<file path="config.mk">
export PLATFORM = sky130hd
export DESIGN_NAME = vga_scan_ctrl_flat
export DESIGN_NICKNAME = d
export VERILOG_FILES = /design/src/rtl/vga_scan_ctrl_if.sv /design/src/rtl/vga_scan_ctrl.sv /design/src/flat_wrapper.sv
export SDC_FILE = /design/constraint.sdc
export NUM_CORES = 1
export LEC_CHECK = 0
export BUFFER_PORTS_ARGS = -buffer_cell sky130_fd_sc_hd__buf_2
export CAP_MARGIN = 40
export CORE_ASPECT_RATIO = 1.1
export CORE_UTILIZATION = 30
export DETAILED_ROUTE_END_ITERATION = 6
export GPL_ROUTABILITY_DRIVEN = 0
export SLEW_MARGIN = 20
export SYNTH_ARGS = -nofsm -noshare
export SYNTH_HDL_FRONTEND = slang
export SYNTH_SLANG_ARGS = --single-unit
</file>
<file path="constraint.sdc">
create_clock -name clk -period 3.9 [get_ports clk]
set_input_delay 0.78 -clock clk [delete_from_list [all_inputs] [get_ports clk]]
set_output_delay 0.78 -clock clk [all_outputs]
set_load 0.1 [all_outputs]
</file>
<file path="src/rtl/vga_scan_ctrl_if.sv">
// vga_scan_ctrl_if: VRAM read port and VGA connector signals of the scan controller.
// test_mode exists only when VGA_TEST_PATTERN_EN is defined.
interface vga_scan_ctrl_if;
    logic [13:0] vram_addr;
    logic        vram_red;
    logic        vram_green;
    logic        vram_blue;
    logic [3:0]  vga_red;
    logic [3:0]  vga_green;
    logic [3:0]  vga_blue;
    logic        vga_hsync;
    logic        vga_vsync;
    logic        frame_start;
`ifdef VGA_TEST_PATTERN_EN
    logic        test_mode;
    modport master (
        output vram_addr, vga_red, vga_green, vga_blue, vga_hsync, vga_vsync, frame_start,
        input  vram_red, vram_green, vram_blue, test_mode
    );
    modport slave (
        input  vram_addr, vga_red, vga_green, vga_blue, vga_hsync, vga_vsync, frame_start,
        output vram_red, vram_green, vram_blue, test_mode
    );
`else
    modport master (
        output vram_addr, vga_red, vga_green, vga_blue, vga_hsync, vga_vsync, frame_start,
        input  vram_red, vram_green, vram_blue
    );
    modport slave (
        input  vram_addr, vga_red, vga_green, vga_blue, vga_hsync, vga_vsync, frame_start,
        output vram_red, vram_green, vram_blue
    );
`endif
endinterface

</file>
<file path="src/rtl/vga_scan_ctrl.sv">
// vga_scan_ctrl: 640x480@60 VGA timing generator fetching a SCALE-upscaled 1-bpp RGB image from VRAM.
// Optional VGA_TEST_PATTERN_EN adds test_mode, replacing VRAM colour with eight vertical colour bars.
module vga_scan_ctrl #(
    parameter int CLK_DIV  = 4,
    parameter int H_ACTIVE = 640,
    parameter int H_FP     = 16,
    parameter int H_SYNC   = 96,
    parameter int H_BP     = 48,
    parameter int V_ACTIVE = 480,
    parameter int V_FP     = 10,
    parameter int V_SYNC   = 2,
    parameter int V_BP     = 33,
    parameter int SCALE    = 5
) (
    input logic             clk,
    input logic             reset,
    vga_scan_ctrl_if.master bus
);
    localparam int H_TOTAL = H_ACTIVE + H_FP + H_SYNC + H_BP;
    localparam int V_TOTAL = V_ACTIVE + V_FP + V_SYNC + V_BP;
    localparam int DW = $clog2(CLK_DIV);
    localparam int HW = $clog2(H_TOTAL);
    localparam int VW = $clog2(V_TOTAL);
    localparam int SW = $clog2(SCALE + 1);
    localparam logic [DW-1:0] DIV_LAST = DW'(CLK_DIV - 1);
    localparam logic [HW-1:0] H_LAST = HW'(H_TOTAL - 1);
    localparam logic [HW-1:0] H_END = HW'(H_ACTIVE);
    localparam logic [HW-1:0] HS_BEG = HW'(H_ACTIVE + H_FP);
    localparam logic [HW-1:0] HS_END = HW'(H_ACTIVE + H_FP + H_SYNC);
    localparam logic [VW-1:0] V_LAST = VW'(V_TOTAL - 1);
    localparam logic [VW-1:0] V_END = VW'(V_ACTIVE);
    localparam logic [VW-1:0] VS_BEG = VW'(V_ACTIVE + V_FP);
    localparam logic [VW-1:0] VS_END = VW'(V_ACTIVE + V_FP + V_SYNC);
    localparam logic [SW-1:0] SUB_LAST = SW'(SCALE - 1);

    logic [DW-1:0] div;
    logic [HW-1:0] hcount, h_nx;
    logic [VW-1:0] vcount, v_nx;
    logic [SW-1:0] hsub, vsub, hsub_nx, vsub_nx;
    logic [6:0]    col, row, col_nx, row_nx;
    logic          tick, h_wrap, v_wrap, v_restart;
    logic          h_act, v_act, h_act_nx, v_act_nx, h_step, v_step;
    logic          in_hsync, in_vsync;
    logic          color_r, color_g, color_b;

    // Everything is derived from the position being left (hcount/vcount) and the one being entered (*_nx).
    always_comb begin
        tick      = div == DIV_LAST;
        h_wrap    = hcount == H_LAST;
        v_wrap    = vcount == V_LAST;
        v_restart = h_wrap && v_wrap;
        h_nx      = h_wrap ? '0 : hcount + HW'(1);
        v_nx      = !h_wrap ? vcount : v_wrap ? '0 : vcount + VW'(1);
        h_act     = hcount < H_END;
        v_act     = vcount < V_END;
        h_act_nx  = h_nx < H_END;
        v_act_nx  = v_nx < V_END;
        h_step    = !h_wrap && h_act_nx;
        v_step    = h_wrap && !v_wrap && v_act_nx;
        hsub_nx   = h_wrap ? '0 : !h_step ? hsub : hsub == SUB_LAST ? '0 : hsub + SW'(1);
        col_nx    = h_wrap ? '0 : (h_step && hsub == SUB_LAST) ? col + 7'd1 : col;
        vsub_nx   = v_restart ? '0 : !v_step ? vsub : vsub == SUB_LAST ? '0 : vsub + SW'(1);
        row_nx    = v_restart ? '0 : (v_step && vsub == SUB_LAST) ? row + 7'd1 : row;
        in_hsync  = hcount >= HS_BEG && hcount < HS_END;
        in_vsync  = vcount >= VS_BEG && vcount < VS_END;
`ifdef VGA_TEST_PATTERN_EN
        color_r   = bus.test_mode ? col[6] : bus.vram_red;
        color_g   = bus.test_mode ? col[5] : bus.vram_green;
        color_b   = bus.test_mode ? col[4] : bus.vram_blue;
`else
        color_r   = bus.vram_red;
        color_g   = bus.vram_green;
        color_b   = bus.vram_blue;
`endif
    end

    // Outputs register the position being left, one pixel after its address was issued.
    always_ff @(posedge clk or negedge reset) begin
        if (!reset) begin
            div             <= '0;
            hcount          <= '0;
            vcount          <= '0;
            hsub            <= '0;
            vsub            <= '0;
            col             <= '0;
            row             <= '0;
            bus.vram_addr   <= '0;
            bus.vga_red     <= '0;
            bus.vga_green   <= '0;
            bus.vga_blue    <= '0;
            bus.vga_hsync   <= 1'b1;
            bus.vga_vsync   <= 1'b1;
            bus.frame_start <= 1'b0;
        end else begin
            div             <= tick ? '0 : div + DW'(1);
            bus.frame_start <= tick && hcount == '0 && vcount == '0;
            if (tick) begin
                hcount        <= h_nx;
                vcount        <= v_nx;
                hsub          <= hsub_nx;
                vsub          <= vsub_nx;
                col           <= col_nx;
                row           <= row_nx;
                if (h_act_nx && v_act_nx)
                    bus.vram_addr <= {row_nx, col_nx};
                bus.vga_red   <= {4{h_act && v_act && color_r}};
                bus.vga_green <= {4{h_act && v_act && color_g}};
                bus.vga_blue  <= {4{h_act && v_act && color_b}};
                bus.vga_hsync <= !in_hsync;
                bus.vga_vsync <= !in_vsync;
            end
        end
    end
endmodule

</file>
<file path="src/flat_wrapper.sv">
// flat-port wrapper written by rule: the top's interface ports become plain ports
module vga_scan_ctrl_flat 
#(
    parameter int CLK_DIV  = 4,
    parameter int H_ACTIVE = 640,
    parameter int H_FP     = 16,
    parameter int H_SYNC   = 96,
    parameter int H_BP     = 48,
    parameter int V_ACTIVE = 480,
    parameter int V_FP     = 10,
    parameter int V_SYNC   = 2,
    parameter int V_BP     = 33,
    parameter int SCALE    = 5
)
  (clk, reset, bus_vram_addr, bus_vga_red, bus_vga_green, bus_vga_blue, bus_vga_hsync, bus_vga_vsync, bus_frame_start, bus_vram_red, bus_vram_green, bus_vram_blue);
  vga_scan_ctrl_if bus_i ();
  input logic clk;
  input logic reset;
  output wire logic [$bits(bus_i.vram_addr)-1:0] bus_vram_addr;
  output wire logic [$bits(bus_i.vga_red)-1:0] bus_vga_red;
  output wire logic [$bits(bus_i.vga_green)-1:0] bus_vga_green;
  output wire logic [$bits(bus_i.vga_blue)-1:0] bus_vga_blue;
  output wire logic [$bits(bus_i.vga_hsync)-1:0] bus_vga_hsync;
  output wire logic [$bits(bus_i.vga_vsync)-1:0] bus_vga_vsync;
  output wire logic [$bits(bus_i.frame_start)-1:0] bus_frame_start;
  input wire logic [$bits(bus_i.vram_red)-1:0] bus_vram_red;
  input wire logic [$bits(bus_i.vram_green)-1:0] bus_vram_green;
  input wire logic [$bits(bus_i.vram_blue)-1:0] bus_vram_blue;
  assign bus_vram_addr = bus_i.vram_addr;
  assign bus_vga_red = bus_i.vga_red;
  assign bus_vga_green = bus_i.vga_green;
  assign bus_vga_blue = bus_i.vga_blue;
  assign bus_vga_hsync = bus_i.vga_hsync;
  assign bus_vga_vsync = bus_i.vga_vsync;
  assign bus_frame_start = bus_i.frame_start;
  assign bus_i.vram_red = bus_vram_red;
  assign bus_i.vram_green = bus_vram_green;
  assign bus_i.vram_blue = bus_vram_blue;
  vga_scan_ctrl #(.CLK_DIV(CLK_DIV), .H_ACTIVE(H_ACTIVE), .H_FP(H_FP), .H_SYNC(H_SYNC), .H_BP(H_BP), .V_ACTIVE(V_ACTIVE), .V_FP(V_FP), .V_SYNC(V_SYNC), .V_BP(V_BP), .SCALE(SCALE)) u_core (.clk(clk), .reset(reset), .bus(bus_i));
endmodule
</file>
==> results of run 1 <==
[routing by layer]
layer,share of wire,global-route usage,vias to the layer above
met5,0,0,-
met3,0.038,0.0259,15
met2,0.44,0.221,61
met1,0.50,0.183,1352
li1,-,-,1383
met4,0.021,0.0667,0
[power groups by stage]
stage	sequential [mW]	combinational (mW)	clock (mW)
2_1_floorplan	0.670	0.0444	0
3_3_place_gp	0.658	0.0717	0
3_5_place_dp	0.658	0.0720	0
4_1_cts	0.647	0.0719	0.783
5_1_grt	0.647	0.0749	0.809
6_report	0.647	0.0703	0.762
[worst register-to-register path: stages (launching register included)]
cell	delay (ns)
dfrtp_1	0.52
or4b_4	0.62
nor3_4	0.50
o211ai_1	0.26
a211oi_4	0.46
nand2_1	0.38
o2bb2ai_1	0.24
[cell families (layout without fill, tap and decap cells)]
group                      after synthesis  in the layout  share of synthesized area
xor gates and xnor gates                19             19                     0.0471
adders and majority gates               11             11                     0.0390
muxes                                    5              5                     0.0145
and+or+nand+nor                        142            142                      0.228
AOI/OAI and AO/OA                       86             86                      0.179
DFF                                     62             62                      0.440
buffers and inverters                   37             64                     0.0521
[through the flow]
| step | instances | hold slack (ns) | cell area, um^2 | util |
|---|---|---|---|---|
| floorplan | 362 | 0.403 | 3530 | - |
| global placement | 522 | 0.414 | 3760 | 0.327 |
| detailed placement | 523 | 0.418 | 3770 | 0.328 |
| CTS | 539 | 0.430 | 4060 | 0.353 |
| global route | 539 | 0.437 | 4060 | 0.353 |
| finish | 539 | 0.423 | 4060 | 0.353 |
[cell usage after synthesis (6+ instances only)]
cell | n | area share
a22o_1 | 8 | 0.020
buf_4 | 9 | 0.019
clkbuf_1 | 12 | 0.013
dfrtp_1 | 60 | 0.43
ha_1 | 11 | 0.039
inv_1 | 11 | 0.012
nand2_1 | 31 | 0.033
nand3_1 | 25 | 0.035
nand4_1 | 9 | 0.016
nor2_1 | 18 | 0.019
nor3_1 | 9 | 0.013
nor4_1 | 8 | 0.014
o21ai_0 | 28 | 0.040
o2bb2ai_1 | 13 | 0.032
xnor2_1 | 13 | 0.032
xor2_1 | 6 | 0.015
[final timing paths]
check,startpoint,to,slack [ns]
worst max-delay path,u_core.hcount[7],u_core.bus.vram_addr[9],0.81
worst min-delay path,reset,u_core.bus.vga_blue[0],0.42
worst max register to register,u_core.hcount[7],u_core.bus.vram_addr[9],0.81
worst min register to register,u_core.div[0],u_core.div[0],0.43
max in group asynchronous,reset,u_core.row[6],2.57
min in group clk,u_core.div[0],u_core.div[0],0.43
[state kept, by name, indices dropped and copies added, names as in the netlist, 2 cells and up]
signal,flops
u_core.hsub,3
u_core.hcount,10
u_core.vcount,10
u_core.col,7
u_core.div,2
u_core.bus.vram_addr,14
u_core.vsub,3
u_core.row,7
[area by class of cell]
type                            count  area (um^2)  share of cell area
Timing Repair Buffer               37          193              0.0475
Clock buffer                       13          270              0.0666
Inverter                           11         41.3              0.0102
Sequential cell                    62         1550               0.383
Tap cell                          150          188              0.0463
Multi-Input combinational cell    263         1790               0.442
Clock inverter                      3         17.5             0.00432
==> reports/metrics.cfg, run 1 <==
[pwr]
comb_power_share=0.047
peakVddDrop_mv=0.210
swShare=0.235
power.switching_mw=0.347
power.share.clock=0.515
p_int_mw=1.13
seqPwrFrac=0.437
p_total_mw=1.48
p_per_area_mw_per_mm2=365
leakagePower_nw=1.76

[yosys]
ys_seq_elements=62
synth.distinct_cells=62
netlist_instances=362
syn-cell-area_mm2=0.00353
syn_area_per_cell_um2=9.75
async_flop_share=1.00
synth-main-ff-cell=dfrtp_1
yosysSeqAreaShare=0.440
synth_edf_count=0
syn_nets=378
yosys_warnings=0

[timing]
timing.fmax_mhz=323
skew_ns=0.00467
tns_ns=0
slew-limit-headroom=0.457
fin_crit_sh=0.793
hold_viol_final=0
final.min_clock_period_ns=3.09
setup_viol=0
fin_ws_ns=0.807
worstMarginPinSlew_ns=0.808
final-max-slew-violation-count=0
rsz0062_at_grt=false

[route]
drtIter0Drc=130
antenna_left=0
wl_um=7790
vias_per_cell=5.22
wl_per_cell_um=14.4
drc=0
dr.pass1.iters=4
via_count=2811

[global_route]
grt_max_degree=42
grt_use_total=0.139
grt_pass1_vias=2716
grt_pass1_wl_um=13300
antenna_found_initial=0
overflow=0

[status]
outcome=finished, final reports clean

[die]
core-area_mm2=0.0115
die_w_um=105
rows=41
die_area_mm2=0.0122
die_y_um=116
start_util=0.307
ios=34

[placement]
io_buffers=33
dp_hpwl_um=5390
pre_cts_slack_ns=0.843

[setup_path]
cp.arrival_ns=3.30
cpPeakStageDelay_ns=0.62
critPathKind=reg2reg
cp.buffers_inverters=0
critPathRequiredTime_ns=4.10
crit_path_top_delay_cell=or4b_4
worstPathMaxFanout=16
setup.worst_path.end_class=flop
critPathLaunchType=flop
rr_worst_depth=6
crit_chain=or4b_4, nor3_4, o211ai_1, a211oi_4, nand2_1, o2bb2ai_1
cp_num_cells=6
critical_path.top_delay_family=simple AND/OR/NAND/NOR gates

[cts]
cts.path.max_buffers=2
cts_root_buffer=clkbuf_16
clk_pin_slew_ns=0.05
post_cts_buffers=0
cts_resized=0
tritoncts=built
numCtsBuffers=9
clock_latency_ns=0.33
cts.sinks=62
cts.hold.buffers_added=0
htreeDepth=3

[finish]
n_fill_cell=1204
diodes=0
final_nets=400
syn_to_final_growth_pct=14.9
final_common_cell=dfrtp_1
drive_gt1_frac=0.167
layout_common_cells=dfrtp_1 (60), buf_2 (34), nand2_1 (31)

[worst_hold_path]
min_path_type=in2async

[flow_run]
drv_cap=0

Note: power is estimated with default switching activity, not from simulation.
==> inputs of run 2 (changes only) <==
--- a/config.mk
+++ b/config.mk
@@ -5,6 +5,7 @@
 export SDC_FILE = /design/constraint.sdc
 export NUM_CORES = 1
 export LEC_CHECK = 0
+export ABC_AREA = 1
 export BUFFER_PORTS_ARGS = -buffer_cell sky130_fd_sc_hd__buf_2
 export CAP_MARGIN = 40
 export CORE_ASPECT_RATIO = 1.1
==> constraint.sdc (replaced) <==
create_clock -name clk -period 3.15 [get_ports clk]
set_input_delay 0.63 -clock clk [delete_from_list [all_inputs] [get_ports clk]]
set_output_delay 0.63 -clock clk [all_outputs]
set_load 0.1 [all_outputs]
==> run 2 against run 1 <==
Final area up 2.3%. Sequential cell count is the same. Sequential share of layout area decreased by 0.88 points. Non-clock buffer count did not move. Core utilization increased by 0.67 points. First-iteration DRC count grew 18%. Via count increased by 10%.
==> reports/metrics.cfg, run 2 <==
[timing]
final-max-slew-violation-count=0
skew_ns=0.00720
timing.fmax_mhz=430
slew-limit-headroom=0.673
final.min_clock_period_ns=2.32
fin_ws_ns=0.826
tns_ns=0
fin_crit_sh=0.738
hold_slack_ns=0.299
hold_viol_final=0
worstMarginPinSlew_ns=0.490
rsz0062_at_grt=false
setup_viol=0

[die]
start_util=0.311
die_w_um=106
rows=41
ios=34
core-area_mm2=0.0115
die_area_mm2=0.0124
die_y_um=117

[setup_path]
critPathKind=reg2reg
crit_path_top_delay_cell=dfrtp_1
worstPathMaxFanout=12
critPathLaunchType=flop
cpPeakStageDelay_ns=0.41
setup.worst_path.end_class=flop
critPathRequiredTime_ns=3.39
crit_chain=ha_1, nand3_2, inv_2, nand3_2, inv_1, nand2_1, nand2_1, nor2_2, nand2_4, nand3_2, nand2_1, nand3_1, o21ai_0
cp.arrival_ns=2.56

[yosys]
synth_top_area_frac=0.418
yosys_warnings=0
syn-cell-area_mm2=0.00359
synth_edf_count=0
synth-main-ff-cell=dfrtp_1
async_flop_share=1.00
yosys-top-cells-area=dfrtp_1 (42%), nand2_1 (13%), nand3_1 (6.0%)
synth.most_common_cell=nand2_1
yosysSeqAreaShare=0.433
synth_area_leader_cell=dfrtp_1
syn_area_per_cell_um2=7.78
netlist_instances=461
syn_nets=477
synth.distinct_cells=35
ys_seq_elements=62
ys_top_cells_by_count=nand2_1 (125), dfrtp_1 (60), inv_1 (48)

[pwr]
power.switching_mw=0.462
swShare=0.256
power.share.clock=0.506
seqPwrFrac=0.443
leakagePower_nw=1.92
p_per_area_mw_per_mm2=435
peakVddDrop_mv=0.269
comb_power_share=0.051
p_int_mw=1.34
p_total_mw=1.81

[cts]
clk_pin_slew_ns=0.06
htreeDepth=3
cts_resized=0
cts.path.max_buffers=2
post_cts_buffers=0
cts.hold.buffers_added=0
tritoncts=built
cts_root_buffer=clkbuf_16
numCtsBuffers=9
cts.sinks=62
clock_latency_ns=0.33

[placement]
dp.cells=628
placed_cell_area_mm2=0.00385
dp_hpwl_um=5920
pre_cts_slack_ns=0.857
io_buffers=33

[global_route]
grt_pass1_vias=3138
grt_pass1_wl_um=14400
grt_use_total=0.147
overflow=0
grt_max_degree=33
antenna_found_initial=0

[route]
via_count=3097
wl_um=8090
drc=0
drtIter0Drc=153
vias_per_cell=4.80
dr.pass1.iters=4
antenna_left=0
wl_per_cell_um=12.5

[finish]
post-route-util=0.360
seq_area_mm2=0.00155
diodes=0
top_register=u_core.bus.vram_addr
largest_reg_flops=14
final_nets=506
n_fill_cell=1199
final_common_cell=nand2_1
syn_to_final_growth_pct=15.7
fin_cells=645
largestRegisters=u_core.bus.vram_addr: 14 flops, u_core.hcount: 10 flops, u_core.vcount: 10 flops
drive_gt1_frac=0.162
design_area_mm2=0.00415
multi_input_area_mm2=0.00171
layout_common_cells=nand2_1 (125), dfrtp_1 (60), inv_1 (48)

[status]
outcome=finished, final reports clean

[worst_hold_path]
min_path_type=in2async

[flow_run]
drv_cap=0

## run 2: changes by cell type in the layout (fill, tap and decap cells not counted), sizes merged, moves of 11 or more
cell and change:
o2bb2ai -13, inv +41, nor2 +27, nand2 +102
nand3 +22, xnor2 -11
## run 2: metal layers
| layer | GRT usage | vias up | part of all wire | wire, um |
|---|---|---|---|---|
| li1 | - | 1554 | - | - |
| met1 | 0.180 | 1439 | 0.45 | 3680 |
| met2 | 0.245 | 87 | 0.47 | 3770 |
| met3 | 0.0318 | 17 | 0.053 | 427 |
| met4 | 0.0759 | 0 | 0.026 | 212 |
| met5 | 0 | - | 0 | 0 |
## run 2: path summary, 6_finish.rpt
kind                             startpoint                  endpoint  slack, ns  cells past startpoint
setup / recovery           u_core.hcount[0]   u_core.bus.vram_addr[8]       0.83                     13
max in group asynchronous             reset      u_core.bus.vga_vsync       2.60                      2
min in group clk              u_core.div[0]             u_core.div[0]       0.43                      1
hold reg to reg               u_core.div[0]             u_core.div[0]       0.43                      1
hold / removal                        reset  u_core.bus.vram_addr[11]       0.30                      2
setup reg to reg           u_core.hcount[0]   u_core.bus.vram_addr[8]       0.83                     13
## run 2: worst max-delay path, delay by kind of cell, from the launching register on
family / cells / cell delay, ns
fa+ha+maj: 1 / 0.21
buf+inv: 2 / 0.28
compound gates: 1 / 0.22
simple gates: 9 / 1.10
flops: 1 / 0.41
## run 2: kinds of logic (layout without fill, tap and decap cells)
logic type | after synthesis | in the layout | synth area share
AOI/OAI and AO/OA | 53 | 53 | 0.0781
xor gates and xnor gates | 10 | 10 | 0.0244
adders and majority gates | 11 | 11 | 0.0384
buffers and inverters | 71 | 105 | 0.0907
DFF | 62 | 62 | 0.433
and+or+nand+nor | 254 | 254 | 0.335
## run 2: cell type report
type / instances / share of cell area
clock buffers: 9 / 0.0543
inverters: 52 / 0.0488
well taps: 150 / 0.0452
clock inverters: 7 / 0.0124
repair buffers: 37 / 0.0531
flip-flops and latches: 62 / 0.374
multi-input cells: 328 / 0.412
## run 2: power groups by stage
| stage | Combinational (mW) | Clock, mW | Sequential, mW |
|---|---|---|---|
| floorplan | 0.0550 | 0 | 0.830 |
| global placement | 0.0912 | 0 | 0.815 |
| detailed placement | 0.0912 | 0 | 0.815 |
| CTS | 0.0913 | 0.936 | 0.801 |
| global route | 0.0979 | 0.963 | 0.801 |
| finish | 0.0922 | 0.913 | 0.801 |
